### src/rtl/rf_wr_arb_if.sv
// Bundle between the writeback requesters, the arbiter and the register file write port.
interface rf_wr_arb_if;
  localparam int unsigned REG_W  = 3;
  localparam int unsigned DATA_W = 16;

  logic              req0_valid;
  logic [REG_W-1:0]  req0_reg;
  logic [DATA_W-1:0] req0_data;
  logic              req0_ready;
  logic              req1_valid;
  logic [REG_W-1:0]  req1_reg;
  logic [DATA_W-1:0] req1_data;
  logic              req1_ready;
  logic              write;
  logic [REG_W-1:0]  writeregsel;
  logic [DATA_W-1:0] writedata;
  logic              idle;
  logic              err;

  modport master (
    output req0_valid, req0_reg, req0_data,
    output req1_valid, req1_reg, req1_data,
    input  req0_ready, req1_ready,
    input  write, writeregsel, writedata, idle, err
  );

  modport slave (
    input  req0_valid, req0_reg, req0_data,
    input  req1_valid, req1_reg, req1_data,
    output req0_ready, req1_ready,
    output write, writeregsel, writedata, idle, err
  );
endinterface

### src/rtl/rf_wr_arb.sv
// Round-robin arbiter sharing the single register-file write port between
// ALU writeback (requester 0) and load return (requester 1), each with a small FIFO.
module rf_wr_arb #(
  parameter int unsigned DEPTH = 2
) (
  input logic         clk,
  input logic         rst,
  rf_wr_arb_if.slave  bus
);
  localparam int unsigned REG_W  = 3;
  localparam int unsigned DATA_W = 16;
  localparam int unsigned NREQ   = 2;
  localparam int unsigned PTR_W  = (DEPTH > 1) ? $clog2(DEPTH) : 1;
  localparam int unsigned CNT_W  = $clog2(DEPTH + 1);

  typedef struct packed {
    logic [REG_W-1:0]  rsel;
    logic [DATA_W-1:0] data;
  } wr_entry_t;

  wr_entry_t         in_e      [NREQ];
  wr_entry_t         mem_q     [NREQ][DEPTH];
  logic [PTR_W-1:0]  wptr_q    [NREQ];
  logic [PTR_W-1:0]  wptr_d    [NREQ];
  logic [PTR_W-1:0]  rptr_q    [NREQ];
  logic [PTR_W-1:0]  rptr_d    [NREQ];
  logic [CNT_W-1:0]  cnt_q     [NREQ];
  logic [CNT_W-1:0]  cnt_d     [NREQ];
  logic [NREQ-1:0]   in_valid;
  logic [NREQ-1:0]   ready_c;
  logic [NREQ-1:0]   push_c;
  logic [NREQ-1:0]   pop_c;
  logic [NREQ-1:0]   nonempty_c;
  logic              gnt_valid_c;
  logic              gnt_sel_c;
  wr_entry_t         head_c;
  logic              last_q, last_d;
  logic              write_q, write_d;
  logic [REG_W-1:0]  wsel_q, wsel_d;
  logic [DATA_W-1:0] wdata_q, wdata_d;
  logic              err_q, err_d;

  assign in_valid = {bus.req1_valid, bus.req0_valid};
  assign in_e[0]  = {bus.req0_reg, bus.req0_data};
  assign in_e[1]  = {bus.req1_reg, bus.req1_data};

  function automatic logic [PTR_W-1:0] ptr_inc(input logic [PTR_W-1:0] p);
    return (p == PTR_W'(DEPTH - 1)) ? '0 : p + PTR_W'(1);
  endfunction

  // Handshake and grant: ready looks only at the registered count.
  always_comb begin
    nonempty_c  = '0;
    ready_c     = '0;
    push_c      = '0;
    pop_c       = '0;
    for (int n = 0; n < NREQ; n++) begin
      nonempty_c[n] = (cnt_q[n] != '0);
      ready_c[n]    = !rst && (cnt_q[n] < CNT_W'(DEPTH));
      push_c[n]     = in_valid[n] && ready_c[n];
    end
    gnt_valid_c = |nonempty_c;
    gnt_sel_c   = (&nonempty_c) ? ~last_q : nonempty_c[1];
    if (gnt_valid_c) pop_c[gnt_sel_c] = 1'b1;
    head_c = mem_q[gnt_sel_c][rptr_q[gnt_sel_c]];
  end

  // Next-state for FIFO bookkeeping and the output stage.
  always_comb begin
    for (int n = 0; n < NREQ; n++) begin
      wptr_d[n] = wptr_q[n];
      rptr_d[n] = rptr_q[n];
      cnt_d[n]  = cnt_q[n];
    end
    last_d  = last_q;
    write_d = gnt_valid_c;
    wsel_d  = wsel_q;
    wdata_d = wdata_q;
    err_d   = !rst && |(in_valid & ~ready_c);

    for (int n = 0; n < NREQ; n++) begin
      if (push_c[n]) wptr_d[n] = ptr_inc(wptr_q[n]);
      if (pop_c[n])  rptr_d[n] = ptr_inc(rptr_q[n]);
      case ({push_c[n], pop_c[n]})
        2'b10:   cnt_d[n] = cnt_q[n] + CNT_W'(1);
        2'b01:   cnt_d[n] = cnt_q[n] - CNT_W'(1);
        default: cnt_d[n] = cnt_q[n];
      endcase
    end

    if (gnt_valid_c) begin
      wsel_d  = head_c.rsel;
      wdata_d = head_c.data;
      last_d  = gnt_sel_c;
    end
  end

  always_ff @(posedge clk) begin
    if (rst) begin
      for (int n = 0; n < NREQ; n++) begin
        wptr_q[n] <= '0;
        rptr_q[n] <= '0;
        cnt_q[n]  <= '0;
      end
      last_q  <= 1'b1;
      write_q <= 1'b0;
      wsel_q  <= '0;
      wdata_q <= '0;
      err_q   <= 1'b0;
    end else begin
      for (int n = 0; n < NREQ; n++) begin
        wptr_q[n] <= wptr_d[n];
        rptr_q[n] <= rptr_d[n];
        cnt_q[n]  <= cnt_d[n];
      end
      last_q  <= last_d;
      write_q <= write_d;
      wsel_q  <= wsel_d;
      wdata_q <= wdata_d;
      err_q   <= err_d;
    end
  end

  // Entry storage needs no reset; push is already blocked while rst is high.
  always_ff @(posedge clk) begin
    for (int n = 0; n < NREQ; n++) begin
      if (push_c[n]) mem_q[n][wptr_q[n]] <= in_e[n];
    end
  end

  assign bus.req0_ready  = ready_c[0];
  assign bus.req1_ready  = ready_c[1];
  assign bus.write       = write_q;
  assign bus.writeregsel = wsel_q;
  assign bus.writedata   = wdata_q;
  assign bus.err         = err_q;
  assign bus.idle        = (cnt_q[0] == '0) && (cnt_q[1] == '0) && !write_q;
endmodule

### src/flat_wrapper.sv
// flat-port wrapper written by rule: the top's interface ports become plain ports
module rf_wr_arb_flat 
#(
  parameter int unsigned DEPTH = 2
)
  (clk, rst, bus_req0_valid, bus_req0_reg, bus_req0_data, bus_req1_valid, bus_req1_reg, bus_req1_data, bus_req0_ready, bus_req1_ready, bus_write, bus_writeregsel, bus_writedata, bus_idle, bus_err);
  rf_wr_arb_if bus_i ();
  input logic clk;
  input logic rst;
  input wire logic [$bits(bus_i.req0_valid)-1:0] bus_req0_valid;
  input wire logic [$bits(bus_i.req0_reg)-1:0] bus_req0_reg;
  input wire logic [$bits(bus_i.req0_data)-1:0] bus_req0_data;
  input wire logic [$bits(bus_i.req1_valid)-1:0] bus_req1_valid;
  input wire logic [$bits(bus_i.req1_reg)-1:0] bus_req1_reg;
  input wire logic [$bits(bus_i.req1_data)-1:0] bus_req1_data;
  output wire logic [$bits(bus_i.req0_ready)-1:0] bus_req0_ready;
  output wire logic [$bits(bus_i.req1_ready)-1:0] bus_req1_ready;
  output wire logic [$bits(bus_i.write)-1:0] bus_write;
  output wire logic [$bits(bus_i.writeregsel)-1:0] bus_writeregsel;
  output wire logic [$bits(bus_i.writedata)-1:0] bus_writedata;
  output wire logic [$bits(bus_i.idle)-1:0] bus_idle;
  output wire logic [$bits(bus_i.err)-1:0] bus_err;
  assign bus_i.req0_valid = bus_req0_valid;
  assign bus_i.req0_reg = bus_req0_reg;
  assign bus_i.req0_data = bus_req0_data;
  assign bus_i.req1_valid = bus_req1_valid;
  assign bus_i.req1_reg = bus_req1_reg;
  assign bus_i.req1_data = bus_req1_data;
  assign bus_req0_ready = bus_i.req0_ready;
  assign bus_req1_ready = bus_i.req1_ready;
  assign bus_write = bus_i.write;
  assign bus_writeregsel = bus_i.writeregsel;
  assign bus_writedata = bus_i.writedata;
  assign bus_idle = bus_i.idle;
  assign bus_err = bus_i.err;
  rf_wr_arb #(.DEPTH(DEPTH)) u_core (.clk(clk), .rst(rst), .bus(bus_i));
endmodule
### config.mk
export PLATFORM = sky130hd
export DESIGN_NAME = rf_wr_arb_flat
export DESIGN_NICKNAME = d
export VERILOG_FILES = /design/src/rtl/rf_wr_arb_if.sv /design/src/rtl/rf_wr_arb.sv /design/src/flat_wrapper.sv
export SDC_FILE = /design/constraint.sdc
export NUM_CORES = 1
export LEC_CHECK = 0
export BUFFER_PORTS_ARGS = -buffer_cell sky130_fd_sc_hd__buf_2
export CAP_MARGIN = 20
export CORE_ASPECT_RATIO = 0.6
export CORE_MARGIN = 2
export CORE_UTILIZATION = 45
export CTS_CLUSTER_DIAMETER = 50
export CTS_CLUSTER_SIZE = 28
export DETAILED_ROUTE_END_ITERATION = 7
export PLACE_DENSITY = 0.66
export REMOVE_ABC_BUFFERS = 1
export SKIP_LAST_GASP = 1
export SLEW_MARGIN = 20
export SYNTH_ARGS = -nofsm -noshare
export SYNTH_HDL_FRONTEND = slang
export SYNTH_SLANG_ARGS = --single-unit
### constraint.sdc
create_clock -name clk -period 2.9 [get_ports clk]
set_clock_uncertainty 0.1 [all_clocks]
set_input_delay 0.58 -clock clk [delete_from_list [all_inputs] [get_ports clk]]
set_output_delay 0.58 -clock clk [all_outputs]
set_load 0.01 [all_outputs]
Word-level counts from Yosys, hierarchy flattened:

Memories as Yosys holds them, arrays and structs flattened.
Cells that the tools add are included.
W data, S select, Z words.

* logic and storage cells: 95
* memory bits (read-only): 0
* memories kept: 4
* memory bits (writable): 84
* register bits after elaboration: 22
* input bits: 42
* latch bits: 0
* output and inout port bits: 24

* $add $sub $neg: 8
* magnitude comparators: 9
* mux-type cells: 34
* equality and inequality tests: 4
* multipliers: 0
* divide/modulo/power cells: 0
* shifts and indexed selects: 0
* bitwise gates (word level): 12
* reduce and logical (&&, ||, !) cells: 19

Memories
* u_core.mem_q: depth 2, width 38, rd ports 1, clocked after Yosys merged registers in 0, write ports 2, RTL line rf_wr_arb.sv:22 `wr_entry_t mem_q [NREQ][DEPTH];`
* u_core.cnt_q: depth 2, width 2, rd ports 2, clocked after Yosys merged registers in 0, write ports 2, RTL line rf_wr_arb.sv:27 `logic [CNT_W-1:0] cnt_q [NREQ];`
* u_core.rptr_q: depth 2, width 1, rd ports 3, clocked after Yosys merged registers in 0, write ports 2, RTL line rf_wr_arb.sv:25 `logic [PTR_W-1:0] rptr_q [NREQ];`
* u_core.wptr_q: depth 2, width 1, rd ports 2, clocked after Yosys merged registers in 0, write ports 2, RTL line rf_wr_arb.sv:23 `logic [PTR_W-1:0] wptr_q [NREQ];`

Operators with widths (count)
* $mux W19: 5
* $mux W38: 2
* $demux W19 S1: 2
* $mux W1: 19
* $logic_and A1 B1 Y1: 10
* $pmux W2 S2: 2
* $ge A2 B2 Y1 const B: 3
* $mux W2: 3
* $not A1 Y2: 3
* $or A1 B1 Y1: 6
* $add A1 B1 Y1 const B: 4
* $add A2 B1 Y2 const B: 2
* $eq A2 B1 Y1 const B: 2
* $eq A2 B2 Y1 const B: 2
* $logic_not A2 Y1: 2
* $lt A2 B1 Y1 const B: 2
* $lt A2 B2 Y1 const B: 2
* $reduce_bool A2 Y1: 2
* $reduce_or A2 Y1: 2
* $sub A2 B1 Y2 const B: 2
* $and A2 B2 Y2: 1
* $logic_not A1 Y1: 2
* $lt A1 B2 Y1 const B: 1
* $not A2 Y2: 1
* other kinds (4): 4

Depth between registers and ports, before layout:

Gate-level depths: netlist of run 1.

* depth in word-level cells: 11
* mapped depth: 7
* mapped depth without buffers: 6

Worst setup path before layout of run 1:

Ideal clock, no wire load.

* path type: input-to-reg
* start point: input rst
* end point: memory u_core.mem_q[1][19] (netlist bit), enable pin
* stages on the path: 4
* path slack: 0.484 ns
* data arrival time: 1.922 ns
* library setup time: 0.395 ns
* required time: 2.405 ns
* path buffers: 1
* path through: buf_2 > nor2_1 > nand2_1 > nor2_1

RTL lines
* from (decl): RTL line flat_wrapper.sv:9 `input logic rst;`
* to (decl): RTL line rf_wr_arb.sv:22

==> flow_summary.ini, run 1 <==
[logic_synthesis]
yosys.area.top_type_share_pct = 57.2
syn_avg_cell_area_um2 = 16.3
syn_area_um2 = 3990
ys_ff_latch = 106
netlist.top_cell.by_area = edfxtp_1
synthCells = 245
synth_seq_area_share_pct = 72.3
yosys_warnings = 0
synth_area_leaders = edfxtp_1, dfxtp_1, mux2_2, mux2i_1, a221o_2
synth_cell_types = 32

[route]
route.layer.met1.wl_um = 3820
wl_met3_um = 504
route.met2.wl_um = 3370
drtPass1Iterations = 4
wl_um = 7760
routedWlPerCell_um = 17.9
drc = 0
ant_nets = 0
via_per_inst = 5.26
vias = 2278
drt-initial-drc-count = 154
highest_layer = met4

[clocking]
clkTransAtPathRegs_ns = 0.07
cts-root-buf = clkbuf_16
cts_max_path_buffers = 2
cts_tree = done
cts_resized = 0
postCtsSetupBuffers = 0
insertion_delay_ns = 0.34
cts_made_buffers = 9
clock-sinks = 106
h-tree-depth = 3
ctsHoldBuffers = 0

[setup_path]
crit_path_start_kind = flop
required_ns = 2.22
critPathArrivalTime_ns = 1.59
critPathCaptureType = output port
crit_type = flop to output port
crit_fanout = 9

[global_routing]
first_global_vias = 2224
grt_max_degree = 22
antenna_found_initial = 1
grt_remaining_overflow = 0
grt_pass1_wl_um = 11800
grt_use_total_pct = 16.5

[timing]
fmax_mhz = 440
fin_crit_ns = 2.27
relSlewSlack_pct = 37.2
worst_pin_slew_ns = 0.941
whs_ns = 0.322
rsz0062_at_grt = false
drv_slew = 0
timing.final.ws_setup_ns = 0.626
hold_viol_final = 0
fin_setup_tns_ns = 0
finalCritPeriodShare_pct = 78.4
final-setup-viol-count = 0

[placed_design]
dp_cells = 416
gp_congestion = 0.714
place_ws_ns = 0.706
portBuffers = 65
dp_hpwl_um = 4900

[floorplanning]
ios = 66
core_um2 = 8560
die_height_um = 76.9
start_util_pct = 46.6
rows = 26
dieArea_um2 = 9660
die_w_um = 126

[power_and_ir_drop]
switchingPower_w = 0.00146
ir_worst_vdd_mv = 0.536
clkPwrFrac_pct = 26.7
pwr-share-seq_pct = 44.7
intPower_w = 0.00330
combPwrFrac_pct = 28.6
sw_frac_of_total_pct = 30.6
p_leak_nw = 1.75
power_w = 0.00476
powerDensity_nw_per_um2 = 999

[run_status]
status = completed

[min_path]
hold_class = input pin to flop

[layout]
finalNonFillerCells = 433
drive_gt1_share_pct = 39.1
nNetsFinal = 359
final_cell_mix = edfxtp_1, buf_2, dfxtp_1
syn2layout_area_growth_pct = 19.4
final_common_cell = edfxtp_1
fillers = 741

[job]
drv_cap = 0
-- sequential cells by signal, summed over array words and instances (netlist names) --
signal	count
u_core.bus.writeregsel	3
u_core.cnt_q	4
u_core.bus.err	1
u_core.bus.writedata	16
u_core.mem_q	76
u_core.wptr_q	2
u_core.rptr_q	2
u_core.last_q	1
u_core.bus.write	1
-- Yosys cell counts --
cell	instances
mux2_2	19
ha_1	2
nand2_1	2
xor2_1	2
o21a_1	1
o21bai_2	1
buf_6	1
or3_1	3
nor2b_1	1
clkbuf_1	5
a221o_2	9
a21oi_1	5
o21ai_0	4
nor3_1	19
buf_2	6
a22oi_1	1
or3_2	1
nor2_1	14
buf_4	1
o21ba_2	1
xnor2_1	4
nor3_2	1
or4_4	1
nor2_8	1
a211o_1	1
mux2i_1	19
edfxtp_1	76
dfxtp_1	30
and3_1	2
a221o_1	10
and2b_2	1
buf_8	1
-- final cells by class --
type,count,area (um2),share of cell area (%)
diodes,1,2.50,0.0525
clock buffers,9,225,4.73
clock inverters,7,93.8,1.97
multi-input cells,125,1030,21.7
flip-flops and latches,106,2880,60.5
well taps,112,140,2.94
repair buffers,73,385,8.09
-- power groups by stage --
| stage | Sequential [W] | Combinational (W) | Clock, W |
|---|---|---|---|
| 3_5_place_dp | 0.00216 | 0.00137 | 0 |
| 4_1_cts | 0.00213 | 0.00138 | 0.00130 |
| 3_3_place_gp | 0.00215 | 0.00134 | 0 |
| 6_report | 0.00213 | 0.00136 | 0.00127 |
| 2_1_floorplan | 0.00222 | 0.000798 | 0 |
| 5_1_grt | 0.00216 | 0.00148 | 0.00135 |
-- worst max-delay path: stages (launching register included) --
cell and delay, ns:
dfxtp_1 0.40, or4_4 0.61, nor2_1 0.11, buf_2 0.13
-- cells by family (layout without fill, tap and decap cells) --
logic type	Yosys count	in the layout	synth area share, %
other	0	1	0
muxes	38	38	10.1
and+or+nand+nor	46	46	6.27
DFF	106	106	72.3
buffers and inverters	14	89	2.07
AOI/OAI and AO/OA	33	33	7.31
xor gates and xnor gates	6	6	1.32
adders and majority gates	2	2	0.627
-- final timing paths --
check / start / end / slack (ns) / cells past startpoint
worst min register to register: u_core.bus.writedata[0] / u_core.bus.writedata[0] / 0.39 / 1
worst max register to register: u_core.cnt_q[0][1] / u_core.cnt_q[0][1] / 0.96 / 5
worst max-delay path: u_core.cnt_q[0][3] / bus_idle / 0.63 / 3
worst min-delay path: bus_req1_reg[1] / u_core.mem_q[1][36] / 0.32 / 1
-- per-layer routing --
| metal | vias to the layer above | track usage, % |
|---|---|---|
| met2 | 67 | 24.4 |
| met1 | 1109 | 22.4 |
| met5 | - | 0 |
| met3 | 6 | 6.63 |
| li1 | 1096 | - |
| met4 | 0 | 5.22 |
-- metrics by stage --
| stage | utilization (%) | cell area [um2] |
|---|---|---|
| 2_1_floorplan | - | 3910 |
| 3_3_place_gp | 51.9 | 4440 |
| 3_5_place_dp | 51.9 | 4440 |
| 4_1_cts | 55.7 | 4760 |
| 5_1_grt | 55.7 | 4760 |
| 6_report | 55.7 | 4760 |
Note: power is estimated with default switching activity, not from simulation.
==> run 2, diff against run 1 <==
==> constraint.sdc (replaced) <==
create_clock -name clk -period 2.2 [get_ports clk]
set_clock_uncertainty 0.1 [all_clocks]
set_input_delay 0.44 -clock clk [delete_from_list [all_inputs] [get_ports clk]]
set_output_delay 0.44 -clock clk [all_outputs]
set_load 0.01 [all_outputs]
==> run 2 against run 1 <==
Effect of this change: clock-buffer cell count grew 2; die area is the same; core utilization shrank 0.18 points; combinational power grew 40%; setup slack lost 0.55 ns; total power grew 28%; design area shrank 0.32%; final cell count grew 0.69%; worst hold slack lost 0.14 ns; largest cell class unchanged; highest routed layer unchanged.
==> flow_summary.ini, run 2 (same netlist as run 1, synthesis figures left out) <==
[route]
via_per_inst = 5.35
routedWlPerCell_um = 18.0
vias = 2333
drt-initial-drc-count = 203
ant_nets = 0
wl_um = 7860
drc = 0
drtPass1Iterations = 4

[timing]
hold_viol_final = 0
rsz0062_at_grt = false
relSlewSlack_pct = 38.2
drv_slew = 0
worst_pin_slew_ns = 0.926
final-setup-viol-count = 0
fin_crit_ns = 2.13
fin_setup_tns_ns = 0
finalCritPeriodShare_pct = 96.6
fmax_mhz = 470
timing.final.ws_setup_ns = 0.0741

[floorplanning]
ios = 66
die_w_um = 126
start_util_pct = 46.6
die_height_um = 76.9
dieArea_um2 = 9660
core_um2 = 8560
rows = 26

[setup_path]
r2r-start = u_core.cnt_q[0][1]
critPathArrivalTime_ns = 1.59
required_ns = 1.66
crit_path_start_kind = flop
crit_start = u_core.cnt_q[0][3]
crit_type = flop to output port
critPathCaptureType = output port
crit_fanout = 9

[power_and_ir_drop]
combPwrFrac_pct = 31.3
p_leak_nw = 1.75
clkPwrFrac_pct = 23.4
pwr-share-seq_pct = 45.4
sw_frac_of_total_pct = 31.6
switchingPower_w = 0.00192
intPower_w = 0.00417
ir_worst_vdd_mv = 0.597
powerDensity_nw_per_um2 = 1280

[placed_design]
gp_congestion = 0.729
dp_hpwl_um = 5090
detailed_place.area_um2 = 4490
portBuffers = 65
place_ws_ns = 0.266

[clocking]
cts_max_path_buffers = 2
ctsHoldBuffers = 0
clkTransAtPathRegs_ns = 0.07
postCtsSetupBuffers = 0
clock-sinks = 106
cts_resized = 0
h-tree-depth = 3
insertion_delay_ns = 0.34
cts_tree = done
cts_made_buffers = 9
cts-root-buf = clkbuf_16

[layout]
final_common_cell = edfxtp_1
nNetsFinal = 363
drive_gt1_share_pct = 39.5
largest_reg_flops = 76
fillers = 706
syn2layout_area_growth_pct = 19.1
antenna_cells = 0
final_cell_mix = edfxtp_1, buf_2, dfxtp_1
fin_area_um2 = 4750

[global_routing]
grt_use_total_pct = 17.0
antenna_found_initial = 0
grt_remaining_overflow = 0
first_global_vias = 2379
grt_max_degree = 22
grt_pass1_wl_um = 12300

[run_status]
status = completed

[min_path]
hold_class = input pin to flop
hold_start = bus_req1_data[0]

[job]
drv_cap = 0
[run 2: path summary, 6_finish.rpt]
check                                          endpoint  slack [ns]  depth (start not counted)
worst max-delay path                           bus_idle        0.07                          3
worst min-delay path                u_core.mem_q[1][19]        0.18                          1
worst max register to register       u_core.cnt_q[0][1]        0.28                          5
worst min register to register  u_core.bus.writedata[4]        0.38                          1
[run 2: power groups by stage]
stage / sequential (W) / combinational [W] / clock, W
after global routing: 0.00281 / 0.00207 / 0.00154
after detailed placement: 0.00280 / 0.00190 / 0
after floorplan: 0.00292 / 0.00105 / 0
final: 0.00276 / 0.00190 / 0.00142
after global placement: 0.00280 / 0.00187 / 0
after CTS: 0.00276 / 0.00191 / 0.00146
[run 2: metal layers]
metal	GRT usage, %	wire (um)
met3	7.47	560
met1	22.6	3770
met5	0	0
met2	25.3	3430
met4	5.11	109
[run 2: layout make-up]
type | count | area [um2] | share of cell area, %
clock buffers | 11 | 233 | 4.90
repair buffers | 77 | 428 | 9.01
flip-flops and latches | 106 | 2880 | 60.7
well taps | 112 | 140 | 2.95
clock inverters | 5 | 31.3 | 0.659
multi-input cells | 125 | 1030 | 21.8
[run 2: worst max-delay path: stages, from the launching register on]
cell,delay (ns)
dfxtp_1,0.39
or4_4,0.61
nor2_1,0.10
buf_2,0.13
[run 2: per-stage QoR]
stage                     utilization [%]  cells  total power [W]  hold slack (ns)
after floorplan                         -    231          0.00397            0.350
after global placement               52.4    420          0.00467            0.365
after detailed placement             52.4    420          0.00471            0.368
after CTS                            55.5    436          0.00614            0.169
after global routing                 55.5    436          0.00642            0.163
final                                55.5    436          0.00609            0.184
==> run 3, diff against run 2 <==
--- a/config.mk
+++ b/config.mk
@@ -5,6 +5,7 @@
 export SDC_FILE = /design/constraint.sdc
 export NUM_CORES = 1
 export LEC_CHECK = 0
+export ABC_AREA = 1
 export BUFFER_PORTS_ARGS = -buffer_cell sky130_fd_sc_hd__buf_2
 export CAP_MARGIN = 20
 export CORE_ASPECT_RATIO = 0.6
==> run 3 against run 2 <==
Effect of this change: die area up 5.4%; final cell count increased by 37%; largest cell class unchanged; clock power is 9% higher; clock-buffer cell count down 1; synthesized area up 5.6%; critical path depth is 7 higher; setup slack gained 0.16 ns; sequential power down 5%.
==> flow_summary.ini, run 3 <==
[run_status]
status = completed

[timing]
hold_viol_final = 0
drv_slew = 0
finalCritPeriodShare_pct = 89.6
fmax_mhz = 508
fin_setup_tns_ns = 0
final-setup-viol-count = 0
worst_pin_slew_ns = 0.971
relSlewSlack_pct = 35.2
fin_crit_ns = 1.97
rsz0062_at_grt = false

[setup_path]
rr_worst_depth = 10
crit_type = flop to flop
critPathCaptureType = flop
required_ns = 2.33
critPathArrivalTime_ns = 2.10
crit_fanout = 7
crit_path_start_kind = flop

[floorplanning]
core_um2 = 9120
die_w_um = 129
start_util_pct = 46.2
dieArea_um2 = 10200
rows = 27
die_height_um = 79.0
ios = 66

[route]
ant_nets = 0
drtPass1Iterations = 4
drt-initial-drc-count = 239
via_per_inst = 4.94
drc = 0
wl_um = 9180
vias = 2942
routedWlPerCell_um = 15.4

[logic_synthesis]
synth_area_leaders = edfxtp_1, dfxtp_1, nand2_1, nand3_1, nand3b_1
ys_top_cells_by_count = nand2_1, edfxtp_1, nand3_1
netlist.top_cell.by_area = edfxtp_1
syn_avg_cell_area_um2 = 10.5
syn_area_um2 = 4210
synthFlopType = edfxtp_1
yosys_warnings = 0
synth_seq_area_share_pct = 68.4
synthCells = 400
ys_ff_latch = 106
synth.most_common_cell = nand2_1
yosys.area.top_type_share_pct = 54.2
synth_cell_types = 24
synthArstFlopShare_pct = 0
synth_edf_count = 76

[layout]
fillers = 825
nNetsFinal = 519
fin_area_um2 = 5030
largest_reg_flops = 76
antenna_cells = 0
syn2layout_area_growth_pct = 19.4
final_cell_mix = nand2_1, edfxtp_1, buf_2
drive_gt1_share_pct = 22.3
final_common_cell = nand2_1

[power_and_ir_drop]
ir_worst_vdd_mv = 0.679
powerDensity_nw_per_um2 = 1330
p_leak_nw = 2.23

[clocking]
cts_made_buffers = 9
cts_resized = 0
postCtsSetupBuffers = 0
cts_tree = done
clkTransAtPathRegs_ns = 0.07
cts-root-buf = clkbuf_16
insertion_delay_ns = 0.34
h-tree-depth = 3
cts_max_path_buffers = 2
ctsHoldBuffers = 0
clock-sinks = 106

[placed_design]
dp_hpwl_um = 5930
detailed_place.area_um2 = 4730
gp_congestion = 0.861
portBuffers = 65

[global_routing]
first_global_vias = 2838
antenna_found_initial = 0
grt_pass1_wl_um = 14500
grt_remaining_overflow = 0
grt_max_degree = 31
grt_use_total_pct = 19.3

[job]
drv_cap = 0

[min_path]
holdPathStages = 1
hold_class = input pin to flop
-- run 3: path summary, 6_finish.rpt --
path | startpoint | to | slack [ns]
worst max-delay path | u_core.cnt_q[0][3] | u_core.cnt_q[0][1] | 0.23
worst min register to register | u_core.bus.writedata[11] | u_core.bus.writedata[11] | 0.35
worst min-delay path | bus_req1_data[7] | u_core.mem_q[1][26] | 0.18
worst max register to register | u_core.cnt_q[0][3] | u_core.cnt_q[0][1] | 0.23
-- run 3: final cells by class --
type	count	area (um2)	share of cell area, %
clock inverters	6	46.3	0.920
multi-input cells	242	1120	22.3
clock buffers	10	250	4.98
repair buffers	80	450	8.96
inverters	36	135	2.69
well taps	116	145	2.89
flip-flops and latches	106	2880	57.3
-- run 3: power breakdown --
part / leakage, nW / internal [W] / switching (W)
clock network: 0.142 / 0.000844 / 0.000706
registers: 0.945 / 0.00245 / 0.000154
logic: 1.15 / 0.000853 / 0.00170
-- run 3: logic make-up after synthesis --
group | synth area share [%]
AOI/OAI and AO/OA | 1.93
and+or+nand+nor | 23.1
adders and majority gates | 0.594
xor gates and xnor gates | 0.624
buffers and inverters | 5.31
DFF | 68.4
-- run 3: metal layers --
| metal | vias up | GRT usage, % | routed length (um) |
|---|---|---|---|
| met1 | 1356 | 26.2 | 4240 |
| met3 | 10 | 5.53 | 704 |
| met4 | 0 | 7.83 | 116 |
| li1 | 1466 | - | - |
| met5 | - | 0 | 0 |
| met2 | 110 | 29.2 | 4120 |
-- run 3: critical path: stages (launching register included) --
cell and delay, ns:
dfxtp_1 0.39, nor2_1 0.08, inv_2 0.10, nand2_2 0.06, inv_1 0.22, nor2_1 0.11
ha_1 0.34, a21oi_1 0.11, o21ai_0 0.11, xor2_1 0.17, nor2_1 0.05
-- run 3: stage by stage --
stage	instances	worst slack [ns]	utilization (%)	total power [W]	hold WS [ns]
2_1_floorplan	384	-0.319	-	0.00420	0.322
3_3_place_gp	580	0.331	51.9	0.00514	0.334
3_5_place_dp	580	0.250	51.9	0.00519	0.337
4_1_cts	596	0.224	55.1	0.00677	0.169
5_1_grt	596	0.0801	55.1	0.00719	0.168
6_report	596	0.230	55.1	0.00671	0.182
